[config.mk]
export PLATFORM = sky130hd
export DESIGN_NAME = lcd_buf_rd
export DESIGN_NICKNAME = d
export VERILOG_FILES = /design/src/rtl/lcd_timing_pkg.sv /design/src/rtl/lcd_timing_gen.sv /design/src/rtl/lcd_buf_rd.sv
export SDC_FILE = /design/constraint.sdc
export NUM_CORES = 1
export LEC_CHECK = 0
export ABC_AREA = 1
export CORE_UTILIZATION = 30
export DETAILED_ROUTE_END_ITERATION = 6
export PLACE_DENSITY = 0.5
export SYNTH_ARGS = -nofsm -noshare
export SYNTH_HDL_FRONTEND = slang
export SYNTH_SLANG_ARGS = --single-unit
[constraint.sdc]
create_clock -name iClk -period 11.77 [get_ports iClk]
set_input_delay 3.531 -clock iClk [delete_from_list [all_inputs] [get_ports iClk]]
set_output_delay 3.531 -clock iClk [all_outputs]
set_load 0.005 [all_outputs]
[src/rtl/lcd_timing_pkg.sv]
// Shared timing defaults, RGB565 field layout and reader FSM encoding for the LCD frame-buffer reader.
// Pure definitions: no latency, no flow control.
package lcd_timing_pkg;

  localparam int DEF_H_ACT  = 480;
  localparam int DEF_H_SYNC = 41;
  localparam int DEF_H_BP   = 2;
  localparam int DEF_H_FP   = 2;
  localparam int DEF_V_ACT  = 272;
  localparam int DEF_V_SYNC = 10;
  localparam int DEF_V_BP   = 2;
  localparam int DEF_V_FP   = 2;
  localparam int DEF_H_TOT  = DEF_H_SYNC + DEF_H_BP + DEF_H_ACT + DEF_H_FP;
  localparam int DEF_V_TOT  = DEF_V_SYNC + DEF_V_BP + DEF_V_ACT + DEF_V_FP;
  localparam int DEF_ADDR_W = 17;

  // Wide enough for H_TOT=525 and V_TOT=286 with headroom.
  localparam int CNT_W = 11;

  localparam int R_MSB = 15;
  localparam int R_LSB = 11;
  localparam int G_MSB = 10;
  localparam int G_LSB = 5;
  localparam int B_MSB = 4;
  localparam int B_LSB = 0;

  typedef enum logic {
    S_BLANK = 1'b0,
    S_SHOW  = 1'b1
  } state_e;

  typedef struct packed {
    logic hsync_n;
    logic vsync_n;
    logic de;
    logic rd;
  } ctl_t;

  typedef struct packed {
    logic [4:0] r;
    logic [5:0] g;
    logic [4:0] b;
  } rgb_t;

  function automatic rgb_t unpack565(input logic [15:0] d);
    rgb_t p;
    p.r = d[R_MSB:R_LSB];
    p.g = d[G_MSB:G_LSB];
    p.b = d[B_MSB:B_LSB];
    return p;
  endfunction

endpackage

[src/rtl/lcd_timing_gen.sv]
// Raster counters with combinational sync/DE decode and frame-start strobe for the current position.
// Zero latency relative to the counters; free-running, never stalls.
module lcd_timing_gen
  import lcd_timing_pkg::*;
#(
  parameter int H_ACT  = DEF_H_ACT,
  parameter int H_SYNC = DEF_H_SYNC,
  parameter int H_BP   = DEF_H_BP,
  parameter int H_FP   = DEF_H_FP,
  parameter int V_ACT  = DEF_V_ACT,
  parameter int V_SYNC = DEF_V_SYNC,
  parameter int V_BP   = DEF_V_BP,
  parameter int V_FP   = DEF_V_FP
) (
  input  logic iClk,
  input  logic iRst,
  output logic hsync_n_o,
  output logic vsync_n_o,
  output logic de_o,
  output logic frame_start_o
);

  localparam int H_TOT = H_SYNC + H_BP + H_ACT + H_FP;
  localparam int V_TOT = V_SYNC + V_BP + V_ACT + V_FP;

  localparam logic [CNT_W-1:0] CNT_ONE  = CNT_W'(1);
  localparam logic [CNT_W-1:0] H_LAST   = CNT_W'(H_TOT - 1);
  localparam logic [CNT_W-1:0] V_LAST   = CNT_W'(V_TOT - 1);
  localparam logic [CNT_W-1:0] H_SYNC_E = CNT_W'(H_SYNC);
  localparam logic [CNT_W-1:0] V_SYNC_E = CNT_W'(V_SYNC);
  localparam logic [CNT_W-1:0] H_ACT_B  = CNT_W'(H_SYNC + H_BP);
  localparam logic [CNT_W-1:0] H_ACT_E  = CNT_W'(H_SYNC + H_BP + H_ACT);
  localparam logic [CNT_W-1:0] V_ACT_B  = CNT_W'(V_SYNC + V_BP);
  localparam logic [CNT_W-1:0] V_ACT_E  = CNT_W'(V_SYNC + V_BP + V_ACT);

  logic [CNT_W-1:0] h_cnt_q, h_cnt_d;
  logic [CNT_W-1:0] v_cnt_q, v_cnt_d;

  always_comb begin
    h_cnt_d = h_cnt_q + CNT_ONE;
    v_cnt_d = v_cnt_q;
    if (h_cnt_q == H_LAST) begin
      h_cnt_d = '0;
      v_cnt_d = (v_cnt_q == V_LAST) ? '0 : v_cnt_q + CNT_ONE;
    end
  end

  always_ff @(posedge iClk or posedge iRst) begin
    if (iRst) begin
      h_cnt_q <= '0;
      v_cnt_q <= '0;
    end else begin
      h_cnt_q <= h_cnt_d;
      v_cnt_q <= v_cnt_d;
    end
  end

  assign hsync_n_o = (h_cnt_q >= H_SYNC_E);
  assign vsync_n_o = (v_cnt_q >= V_SYNC_E);
  assign de_o      = (h_cnt_q >= H_ACT_B) && (h_cnt_q < H_ACT_E) &&
                     (v_cnt_q >= V_ACT_B) && (v_cnt_q < V_ACT_E);
  // Held off during reset so the first post-release clock carries the only pulse.
  assign frame_start_o = ~iRst && (h_cnt_q == '0) && (v_cnt_q == '0);

endmodule

[src/rtl/lcd_buf_rd.sv]
// LCD-side ping-pong frame-buffer reader: raster timing, bank choice per frame, RGB565 fetch and unpack.
// Read strobe 1 clock after the counters, pixels/sync/DE 3 clocks after; panel timing never stalls.
module lcd_buf_rd
  import lcd_timing_pkg::*;
#(
  parameter int H_ACT  = DEF_H_ACT,
  parameter int H_SYNC = DEF_H_SYNC,
  parameter int H_BP   = DEF_H_BP,
  parameter int H_FP   = DEF_H_FP,
  parameter int V_ACT  = DEF_V_ACT,
  parameter int V_SYNC = DEF_V_SYNC,
  parameter int V_BP   = DEF_V_BP,
  parameter int V_FP   = DEF_V_FP,
  parameter int ADDR_W = DEF_ADDR_W
) (
  input  logic              iClk,
  input  logic              iRst,
  input  logic              buf0_full_wr_i,
  input  logic              buf1_full_wr_i,
  output logic              ram_rd_en_o,
  output logic              ram_rd_buf_o,
  output logic [ADDR_W-1:0] ram_rd_addr_o,
  input  logic [15:0]       ram_rd_data_i,
  output logic              lcd_hsync_o,
  output logic              lcd_vsync_o,
  output logic              lcd_de_o,
  output logic [4:0]        lcd_r_o,
  output logic [5:0]        lcd_g_o,
  output logic [4:0]        lcd_b_o,
  output logic              frame_start_o
);

  localparam logic [ADDR_W-1:0] ADDR_ONE = ADDR_W'(1);
  localparam ctl_t CTL_RST = '{hsync_n: 1'b1, vsync_n: 1'b1, de: 1'b0, rd: 1'b0};

  logic tg_hsync_n, tg_vsync_n, tg_de, tg_fs;

  lcd_timing_gen #(
    .H_ACT (H_ACT),  .H_SYNC(H_SYNC), .H_BP(H_BP), .H_FP(H_FP),
    .V_ACT (V_ACT),  .V_SYNC(V_SYNC), .V_BP(V_BP), .V_FP(V_FP)
  ) u_timing (
    .iClk         (iClk),
    .iRst         (iRst),
    .hsync_n_o    (tg_hsync_n),
    .vsync_n_o    (tg_vsync_n),
    .de_o         (tg_de),
    .frame_start_o(tg_fs)
  );

  state_e            state_q;
  logic              bank_q;
  logic [ADDR_W-1:0] pix_q, pix_d, addr_q;
  ctl_t              s1_q, s1_d, s2_q;
  rgb_t              rgb_q, rgb_d;
  logic              hsync_q, vsync_q, de_q;

  // Mode and bank only move at frame start, so a displayed frame never mixes banks.
  always_ff @(posedge iClk or posedge iRst) begin
    if (iRst) begin
      state_q <= S_BLANK;
      bank_q  <= 1'b0;
    end else if (tg_fs) begin
      if (buf0_full_wr_i || buf1_full_wr_i) state_q <= S_SHOW;
      if (buf0_full_wr_i)      bank_q <= 1'b0;
      else if (buf1_full_wr_i) bank_q <= 1'b1;
    end
  end

  always_comb begin
    s1_d  = '{hsync_n: tg_hsync_n, vsync_n: tg_vsync_n, de: tg_de,
              rd: tg_de && (state_q == S_SHOW)};
    pix_d = pix_q;
    if (tg_fs)        pix_d = '0;
    else if (s1_d.rd) pix_d = pix_q + ADDR_ONE;
  end

  always_ff @(posedge iClk or posedge iRst) begin
    if (iRst) begin
      s1_q   <= CTL_RST;
      s2_q   <= CTL_RST;
      pix_q  <= '0;
      addr_q <= '0;
    end else begin
      s1_q  <= s1_d;
      s2_q  <= s1_q;
      pix_q <= pix_d;
      if (s1_d.rd) addr_q <= pix_q;
    end
  end

  // Stage 2 sees the RAM word for the read issued in stage 1.
  always_comb begin
    rgb_d = '0;
    if (s2_q.rd) rgb_d = unpack565(ram_rd_data_i);
  end

  always_ff @(posedge iClk or posedge iRst) begin
    if (iRst) begin
      hsync_q <= 1'b1;
      vsync_q <= 1'b1;
      de_q    <= 1'b0;
      rgb_q   <= '0;
    end else begin
      hsync_q <= s2_q.hsync_n;
      vsync_q <= s2_q.vsync_n;
      de_q    <= s2_q.de;
      rgb_q   <= rgb_d;
    end
  end

  assign ram_rd_en_o   = s1_q.rd;
  assign ram_rd_buf_o  = bank_q;
  assign ram_rd_addr_o = addr_q;
  assign lcd_hsync_o   = hsync_q;
  assign lcd_vsync_o   = vsync_q;
  assign lcd_de_o      = de_q;
  assign lcd_r_o       = rgb_q.r;
  assign lcd_g_o       = rgb_q.g;
  assign lcd_b_o       = rgb_q.b;
  assign frame_start_o = tg_fs;

endmodule

# ---- After elaboration in Yosys (flattened, before gate mapping)
# Index checks and enable logic that the tools add are counted.
dict set report classes {
  n_bitwise 1
  div_mod_pow 0
  addsub 3
  n_reduce_logical 13
  mux 7
  n_eq_ne 2
  multipliers 0
  shift 0
  order_cmp 6
}
# cell count
set op_table {}
lappend op_table {{2-to-1 mux 17 bit} 2}
lappend op_table {{adder 11 x 1 -> 11 bit, second input constant} 2}
lappend op_table {{>= comparator 11 x 4 -> 1 bit, second input constant} 2}
lappend op_table {{>= comparator 11 x 6 -> 1 bit, second input constant} 2}
lappend op_table {{zero test 11 bit} 2}
lappend op_table {{2-to-1 mux 11 bit} 2}
lappend op_table {{adder 17 x 1 -> 17 bit, second input constant} 1}
lappend op_table {{2-to-1 mux 16 bit} 1}
lappend op_table {{equality test 11 x 10 -> 1 bit, second input constant} 1}
lappend op_table {{equality test 11 x 9 -> 1 bit, second input constant} 1}
lappend op_table {{< comparator 11 x 10 -> 1 bit, second input constant} 1}
lappend op_table {{< comparator 11 x 9 -> 1 bit, second input constant} 1}
lappend op_table {{logical AND 1 bit} 6}
lappend op_table {{AND reduction 2 bit} 2}
lappend op_table {{nonzero test 2 bit} 2}
lappend op_table {{2-to-1 mux 1 bit} 2}
lappend op_table {{logical OR 1 bit} 1}
lappend op_table {{inverter 1 bit} 1}
dict set report totals {
  word_cells 52
  latch_bits 0
  register_bits 85
  ramBits 0
  rom_bits 0
  inputBits 20
  output_inout_bits 39
  mem_count 0
}

# ---- Logic depth before layout (Yosys ltp)
# Gate-level depths: netlist of run 1.
dict set report depth {
  depth_word 7
  mapped_depth 12
  ltp_nobuf 11
}

# ---- By module
# From an unflattened synthesis of run 1, not the netlist that was laid out.
dict set report unflattened {
  cells_unflattened 514
  area_unflattened_um2 4113.9
}
# module area_each_um2 cells_each n_inst
set modules_own_cells {}
lappend modules_own_cells {lcd_buf_rd 2546.2 276 1}
lappend modules_own_cells {lcd_timing_gen 1567.8 238 1}

# ---- Worst setup path after synthesis of run 1
# No wires, ideal clock.
dict set report synth_timing {
  kind {input-to-output}
  startpoint {input port iRst}
  endpoint {output port frame_start_o}
  required_ns 8.239
  cell_stages 5
  slack_ns 2.474
  arrival_time_ns 5.765
  path_cell_list {inv_1 nand4_1 nor2_1 nand4_1 inv_1}
}
dict set report synth_between {
  elab_chain_cells 3
}
# element line_no
set synth_lines {}
lappend synth_lines {{start, declared} lcd_buf_rd.sv:17} ;# input logic iRst,
lappend synth_lines {{inverter 1 bit} lcd_timing_gen.sv:63} ;# assign frame_start_o = ~iRst && (h_cnt_q == '0) && (v_cnt_q == '0);
lappend synth_lines {{logical AND 1 bit (2 in a row)} lcd_timing_gen.sv:63}
lappend synth_lines {{end, declared} lcd_buf_rd.sv:30} ;# output logic frame_start_o
# No other way between the ends.

# ---- Final worst setup path of run 1
# Ends and elaborated chain as after synthesis.

==> impl_metrics.sql, run 1 <==
INSERT INTO impl_metrics (metric_group, metric, value, unit) VALUES
('die', 'die-area', '14570', 'sq um'),
('finish', 'fillers', '1390', ''),
('finish', 'area.growth.synth_to_final', '24.50', '%'),
('die', 'boundary_pin_count', '59', ''),
('critical_path', 'critical_path.n_buffers_inverters', '4', ''),
('clock_network', 'clock_tree.htree_level_count', '3', ''),
('die', 'floorplan.initialDensity', '30.58', '%'),
('synth', 'synth_sequential_area_ratio', '50.49', '%'),
('critical_path', 'critPathKind', 'in2out', ''),
('power', 'p_leak', '2.561', 'nW'),
('routing', 'detail_route.first_pass.iterations', '5', ''),
('timing', 'timing.final.ws_setup', '2893', 'ps'),
('global_route', 'grtUsageTotal', '14.08', '%'),
('synth', 'synth_enable_flop_cells', '0', ''),
('clock_network', 'buffer_cell_driving_the_clock_tree_root', 'clkbuf_16', ''),
('critical_path', 'critPathTopFamily', 'buffers and inverters', ''),
('clock_network', 'clk_transition_reported_paths', '60', 'ps'),
('timing', 'setup_viol', '0', ''),
('placed_design', 'port_buffers', '58', ''),
('power', 'clock_power_share', '46.8', '%'),
('timing', 'finalSetupTns', '0', 'ps'),
('synth', 'yosys_warnings', '0', ''),
('min_path', 'min_path_type', 'reg2reg', ''),
('timing', 'finalCritPeriodShare', '75.42', '%'),
('synth', 'synth_fp_nets', '548', ''),
('timing', 'fin_worst_skew', '6.745', 'ps'),
('timing', 'final_hold_slack', '348.8', 'ps'),
('clock_network', 'tritoncts', 'yes', ''),
('global_route', 'grt_start_max_net_pins', '64', ''),
('finish', 'most-common-layout-cells', 'nand2_1 (149), dfrtp_1 (79), inv_1 (75)', ''),
('power', 'pwr-share-seq', '48.9', '%'),
('timing', 'timing.final.max_slew_violations', '0', ''),
('run', 'timing.max_cap.violations', '0', ''),
('routing', 'final_wirelength', '9466', 'um'),
('synth', 'async_set_or_reset_register_ratio_after_synthesis', '100.0', '%'),
('timing', 'relSlewSlack', '46.13', '%'),
('routing', 'wl_met2', '4193', 'um'),
('die', 'fp-row-count', '43', ''),
('routing', 'first_iter_violations', '245', ''),
('routing', 'routedLengthMet1', '4769', 'um'),
('die', 'die_w', '120.7', 'um'),
('synth', 'top_reg_cell_synth', 'dfrtp_1', ''),
('routing', 'vias', '3504', ''),
('finish', 'num_antenna_cells', '0', ''),
('routing', 'ant_nets', '0', ''),
('synth', 'synthesis.area', '4228', 'sq um'),
('finish', 'fin_area', '5264', 'sq um'),
('power', 'switching_share', '22.54', '%'),
('critical_path', 'slowest_stage', 'clkdlybuf4s50_1', ''),
('critical_path', 'crit_fanout', '24', ''),
('clock_network', 'cts_resized', '0', ''),
('routing', 'remaining_drc_errors', '0', ''),
('clock_network', 'clk-insertion-delay-late', '340', 'ps'),
('placed_design', 'numPlacedInstances', '748', ''),
('clock_network', 'cts_max_path_buffers', '2', ''),
('die', 'fp.coreArea', '13830', 'sq um'),
('critical_path', 'required', '8240', 'ps'),
('finish', 'final_cell_count_no_fill', '764', ''),
('placed_design', 'detailedPlacementHpwl', '6598', 'um'),
('finish', 'design.final.nets', '606', ''),
('routing', 'topRoutingLayerUsed', 'met4', ''),
('global_route', 'grt_first_pass_wirelength', '16150', 'um'),
('global_route', 'overflow', '0', ''),
('routing', 'routed_wire_length_per_instance', '12.39', 'um'),
('die', 'vert_die_dim', '120.7', 'um'),
('outcome', 'result_of_the_run', 'finished clean', ''),
('synth', 'postSynthRegisterBits', '85', ''),
('power', 'irDropWorstVdd', '0.06453', 'mV'),
('clock_network', 'cts_buffers', '9', ''),
('finish', 'layout-drive-gt1-share', '8.048', '%'),
('timing', 'tightestPinTransition', '808.1', 'ps');
==> routing by layer <==
| metal | vias up | track usage, % |
|---|---|---|
| met4 | 0 | 6.019 |
| met1 | 1648 | 19.60 |
| met3 | 11 | 2.547 |
| met5 | - | 0 |
| met2 | 80 | 21.37 |
| li1 | 1765 | - |
==> cell usage after synthesis (all sizes together) (2+ instances only) <==
library cell	number	area (sq um)
a211oi	2	15.01
a21oi	13	65.06
buf	10	72.57
clkbuf	2	7.510
dfrtp	79	1977
dfstp	6	157.7
ha	7	87.58
inv	82	307.8
nand2	151	576.8
nand3	45	252.8
nand4	18	112.6
nor2	45	203.9
nor3	14	91.34
nor3b	2	15.01
nor4	2	12.51
o21ai	27	135.1
xnor2	2	17.52
xor2	8	70.07
==> layout make-up <==
cell class / instances / share of cell area, %
Timing Repair Buffer: 59 / 11.17
Inverter: 82 / 5.871
Tap cell: 180 / 4.279
Clock buffer: 10 / 4.540
Clock inverter: 6 / 1.188
Sequential cell: 85 / 40.55
Multi-Input combinational cell: 342 / 32.40
==> sequential cells by signal, summed over array words and instances (netlist names), 3 cells and up <==
name / flops
pix_q: 17
ram_rd_addr_o: 17
u_timing.h_cnt_q: 11
u_timing.v_cnt_q: 11
lcd_g_o: 6
lcd_b_o: 5
lcd_r_o: 5
s2_q: 4
s1_q: 3
==> power by group through the flow <==
stage	sequential, W	combinational [W]	clock (W)
2_1_floorplan	0.000305	0.0000150	0
3_3_place_gp	0.000306	0.0000266	0
3_5_place_dp	0.000306	0.0000272	0
4_1_cts	0.000301	0.0000273	0.000296
5_1_grt	0.000302	0.0000304	0.000308
6_report	0.000301	0.0000263	0.000288
==> through the flow <==
step / total power [W] / util, %
after detailed placement: 0.0003335 / 35.89
after floorplan: 0.0003199 / -
after global routing: 0.0006404 / 38.07
after CTS: 0.0006243 / 38.07
final: 0.0006154 / 38.07
after global placement: 0.0003327 / 35.89
==> logic make-up (layout without fill, tap and decap cells) <==
logic type	Yosys count	in the layout	synth area share [%]
and+or+nand+nor	280	280	30.57
buffers and inverters	94	157	9.174
DFF	85	85	50.49
AOI/OAI and AO/OA	45	45	5.623
xor gates and xnor gates	10	10	2.072
adders and majority gates	7	7	2.072
==> path summary, 6_finish.rpt <==
| check | startpoint | endpoint | slack [ps] | cells past startpoint |
|---|---|---|---|---|
| worst max-delay path | iRst | frame_start_o | 2890 | 7 |
| worst min-delay path | s2_q[1]$_DFF_PP0_ | lcd_de_o$_DFF_PP0_ | 350 | 0 |
| worst max register to register | u_timing.h_cnt_q[0]$_DFF_PP0_ | pix_q[5]$_DFFE_PP0P_ | 9440 | 9 |
| worst min register to register | s2_q[1]$_DFF_PP0_ | lcd_de_o$_DFF_PP0_ | 350 | 0 |
| max in group asynchronous | iRst | u_timing.v_cnt_q[0]$_DFFE_PP0N_ | 7020 | 3 |
| min in group asynchronous | iRst | u_timing.v_cnt_q[3]$_DFFE_PP0N_ | 3620 | 2 |
(Power assumes the default switching activity.)
==> inputs of run 2 (changes only) <==
- clock period: 11.77 -> 9.01 ns (I/O delays scaled with it)
==> run 2 against run 1 <==
Net effect:
- wire length down 0.15%
- critical path depth unchanged
- non-clock buffer count unchanged
- largest cell class unchanged
- combinational power rose by 31%
- clock power up 37%
- sequential share of layout area down 0.12 points
- critical endpoint unchanged
- utilization rose by 0.11 points
==> impl_metrics.sql, run 2 (synthesis results as in run 1) <==
INSERT INTO impl_metrics (metric_group, metric, value, unit) VALUES
('critical_path', 'critPathLaunchType', 'primary input', ''),
('power', 'p_leak', '2.565', 'nW'),
('routing', 'first_iter_violations', '289', ''),
('routing', 'remaining_drc_errors', '0', ''),
('critical_path', 'critPathKind', 'in2out', ''),
('finish', 'most-common-layout-cells', 'nand2_1 (149), dfrtp_1 (79), inv_1 (75)', ''),
('critical_path', 'required', '6310', 'ps'),
('timing', 'finalCritPeriodShare', '79.82', '%'),
('timing', 'unrepaired_setup_endpoints_after_global_routing', 'false', ''),
('placed_design', 'numPlacedInstances', '748', ''),
('finish', 'design.final.nets', '606', ''),
('timing', 'min_tclk_post_route', '7192', 'ps'),
('outcome', 'result_of_the_run', 'finished clean', ''),
('global_route', 'first_global_vias', '3237', ''),
('clock_network', 'cts_resized', '0', ''),
('clock_network', 'cts_max_path_buffers', '2', ''),
('clock_network', 'buffer_cell_driving_the_clock_tree_root', 'clkbuf_16', ''),
('timing', 'relSlewSlack', '43.05', '%'),
('power', 'power_per_cell_area', '155.9', 'nW/um^2'),
('clock_network', 'clk_transition_reported_paths', '60', 'ps'),
('power', 'power', '0.0008228', 'W'),
('clock_network', 'clk-insertion-delay-late', '350', 'ps'),
('finish', 'layout-drive-gt1-share', '7.877', '%'),
('critical_path', 'slowest_stage', 'clkdlybuf4s50_1', ''),
('clock_network', 'tritoncts_num_sinks', '85', ''),
('routing', 'ant_nets', '0', ''),
('power', 'switching_share', '21.77', '%'),
('power', 'power.internal', '0.0006437', 'W'),
('critical_path', 'crit_path_from', 'iRst', ''),
('critical_path', 'path_cells', 'clkdlybuf4s50_1 -> clkinv_2 -> nand4_1 -> nor2_1 -> nand4_1 -> inv_1 -> clkdlybuf4s50_1', ''),
('global_route', 'grt_start_max_net_pins', '67', ''),
('placed_design', 'globalplace.congestion', '0.8048', ''),
('timing', 'tightestPinTransition', '854.3', 'ps'),
('die', 'die_w', '120.7', 'um'),
('global_route', 'grt_antenna_before_repair', '0', ''),
('clock_network', 'post_cts.repair.setup_buffers', '0', ''),
('critical_path', 'crit_fanout', '21', ''),
('critical_path', 'r2r-start', 'u_timing.h_cnt_q[0]$_DFF_PP0_', ''),
('timing', 'fmax', '139.0', 'MHz'),
('die', 'fp.coreArea', '13830', 'sq um'),
('finish', 'num_antenna_cells', '0', ''),
('timing', 'hold_viol_final', '0', ''),
('critical_path', 'cp-end-kind', 'output pin', ''),
('critical_path', 'timing.critical_path.arrival', '4490', 'ps'),
('timing', 'fin_worst_skew', '7.392', 'ps'),
('die', 'vert_die_dim', '120.7', 'um'),
('clock_network', 'tritoncts', 'yes', ''),
('finish', 'multi_input_comb_area', '1705', 'sq um'),
('critical_path', 'ff2ff_setup_slack', '6750', 'ps'),
('finish', 'fillers', '1412', ''),
('clock_network', 'cts_buffers', '9', ''),
('die', 'floorplan.initialDensity', '30.58', '%'),
('timing', 'finalSetupTns', '0', 'ps'),
('power', 'power_switching', '0.0001791', 'W'),
('timing', 'timing.final.max_slew_violations', '0', ''),
('placed_design', 'port_buffers', '58', ''),
('routing', 'routed_wire_length_per_instance', '12.37', 'um'),
('global_route', 'grt_first_pass_wirelength', '16000', 'um'),
('finish', 'area.growth.synth_to_final', '24.86', '%'),
('power', 'pwr-share-seq', '47.8', '%'),
('critical_path', 'r2r-end', 'pix_q[14]$_DFFE_PP0P_', ''),
('timing', 'setup_viol', '0', ''),
('die', 'boundary_pin_count', '59', ''),
('global_route', 'grtUsageTotal', '14.27', '%'),
('routing', 'detail_route.first_pass.iterations', '5', ''),
('finish', 'layout.cells.most_common', 'nand2_1', ''),
('critical_path', 'r2r.worst_path.cells', '9', ''),
('power', 'irDropWorstVdd', '0.09225', 'mV'),
('routing', 'vias_per_cell', '4.555', ''),
('die', 'die-area', '14570', 'sq um'),
('min_path', 'min_path_type', 'reg2reg', ''),
('clock_network', 'clock_tree.htree_level_count', '3', ''),
('die', 'fp-row-count', '43', ''),
('routing', 'vias', '3480', ''),
('finish', 'final_cell_count_no_fill', '764', ''),
('routing', 'final_wirelength', '9452', 'um'),
('power', 'clock_power_share', '48.0', '%'),
('placed_design', 'detailedPlacementHpwl', '6714', 'um'),
('critical_path', 'crit_path_max_incr_delay', '580', 'ps'),
('power', 'combinational_fraction_of_design_power', '4.2', '%'),
('run', 'timing.max_cap.violations', '0', ''),
('finish', 'footprint_of_the_flip_flops_and_latches', '2135', 'sq um'),
('global_route', 'overflow', '0', ''),
('clock_network', 'cts.hold.buffers_added', '0', ''),
('critical_path', 'setup.worst_path.end', 'frame_start_o', '');
run 2: changes by cell type in the layout (fill, tap and decap cells not counted):
cell | before | now
bufinv_16 | 1 | 2
clkbuf_1 | 0 | 1
clkbuf_8 | 1 | 0
clkinv_2 | 3 | 2
run 2: how the worst min path moves through the flow:
| stage | cells past startpoint | from | to |
|---|---|---|---|
| after global routing | 0 | s2_q[1]$_DFF_PP0_ | lcd_de_o$_DFF_PP0_ |
| after CTS | 0 | s2_q[1]$_DFF_PP0_ | lcd_de_o$_DFF_PP0_ |
| after global placement | 0 | s1_q[1]$_DFF_PP0_ | s2_q[1]$_DFF_PP0_ |
| final | 0 | s2_q[1]$_DFF_PP0_ | lcd_de_o$_DFF_PP0_ |
| after floorplan | 0 | s2_q[1]$_DFF_PP0_ | lcd_de_o$_DFF_PP0_ |
| after detailed placement | 0 | s2_q[1]$_DFF_PP0_ | lcd_de_o$_DFF_PP0_ |
run 2: cell type report:
cell class                      instances  area share (%)
Sequential cell                        85           40.44
Multi-Input combinational cell        342           32.31
Timing Repair Buffer                   59           11.14
Inverter                               82           5.854
Clock buffer                           10           4.338
Tap cell                              180           4.266
Clock inverter                          6           1.659
run 2: power by group through the flow:
stage	clock network, W	registers (W)	logic [W]
after global routing	0.000423	0.000394	0.0000403
after CTS	0.000408	0.000393	0.0000360
after detailed placement	0	0.000400	0.0000356
final	0.000395	0.000393	0.0000345
after floorplan	0	0.000398	0.0000196
after global placement	0	0.000400	0.0000348
run 2: through the flow:
stage	util, %	setup slack (ps)	instance area [sq um]	hold slack (ps)
global placement	35.89	1788	4962	334.6
CTS	38.18	1753	5279	351.1
finish	38.18	1818	5279	350.2
global route	38.18	1625	5279	356.8
floorplan	-	1370	4228	331.2
detailed placement	35.89	1754	4962	336.3
run 2: critical path, delay by kind of cell:
family / cells / cell delay [ps]
buffers and inverters: 4 / 1410
and+or+nand+nor: 3 / 370
run 2: layer usage:
layer  part of all wire, %  global-route usage [%]  routed length [um]
met5                     0                       0                   0
met1                    50                   19.75                4731
met2                    44                   21.37                4172
met4                   1.8                   6.019                 174
met3                   4.0                   3.208                 374
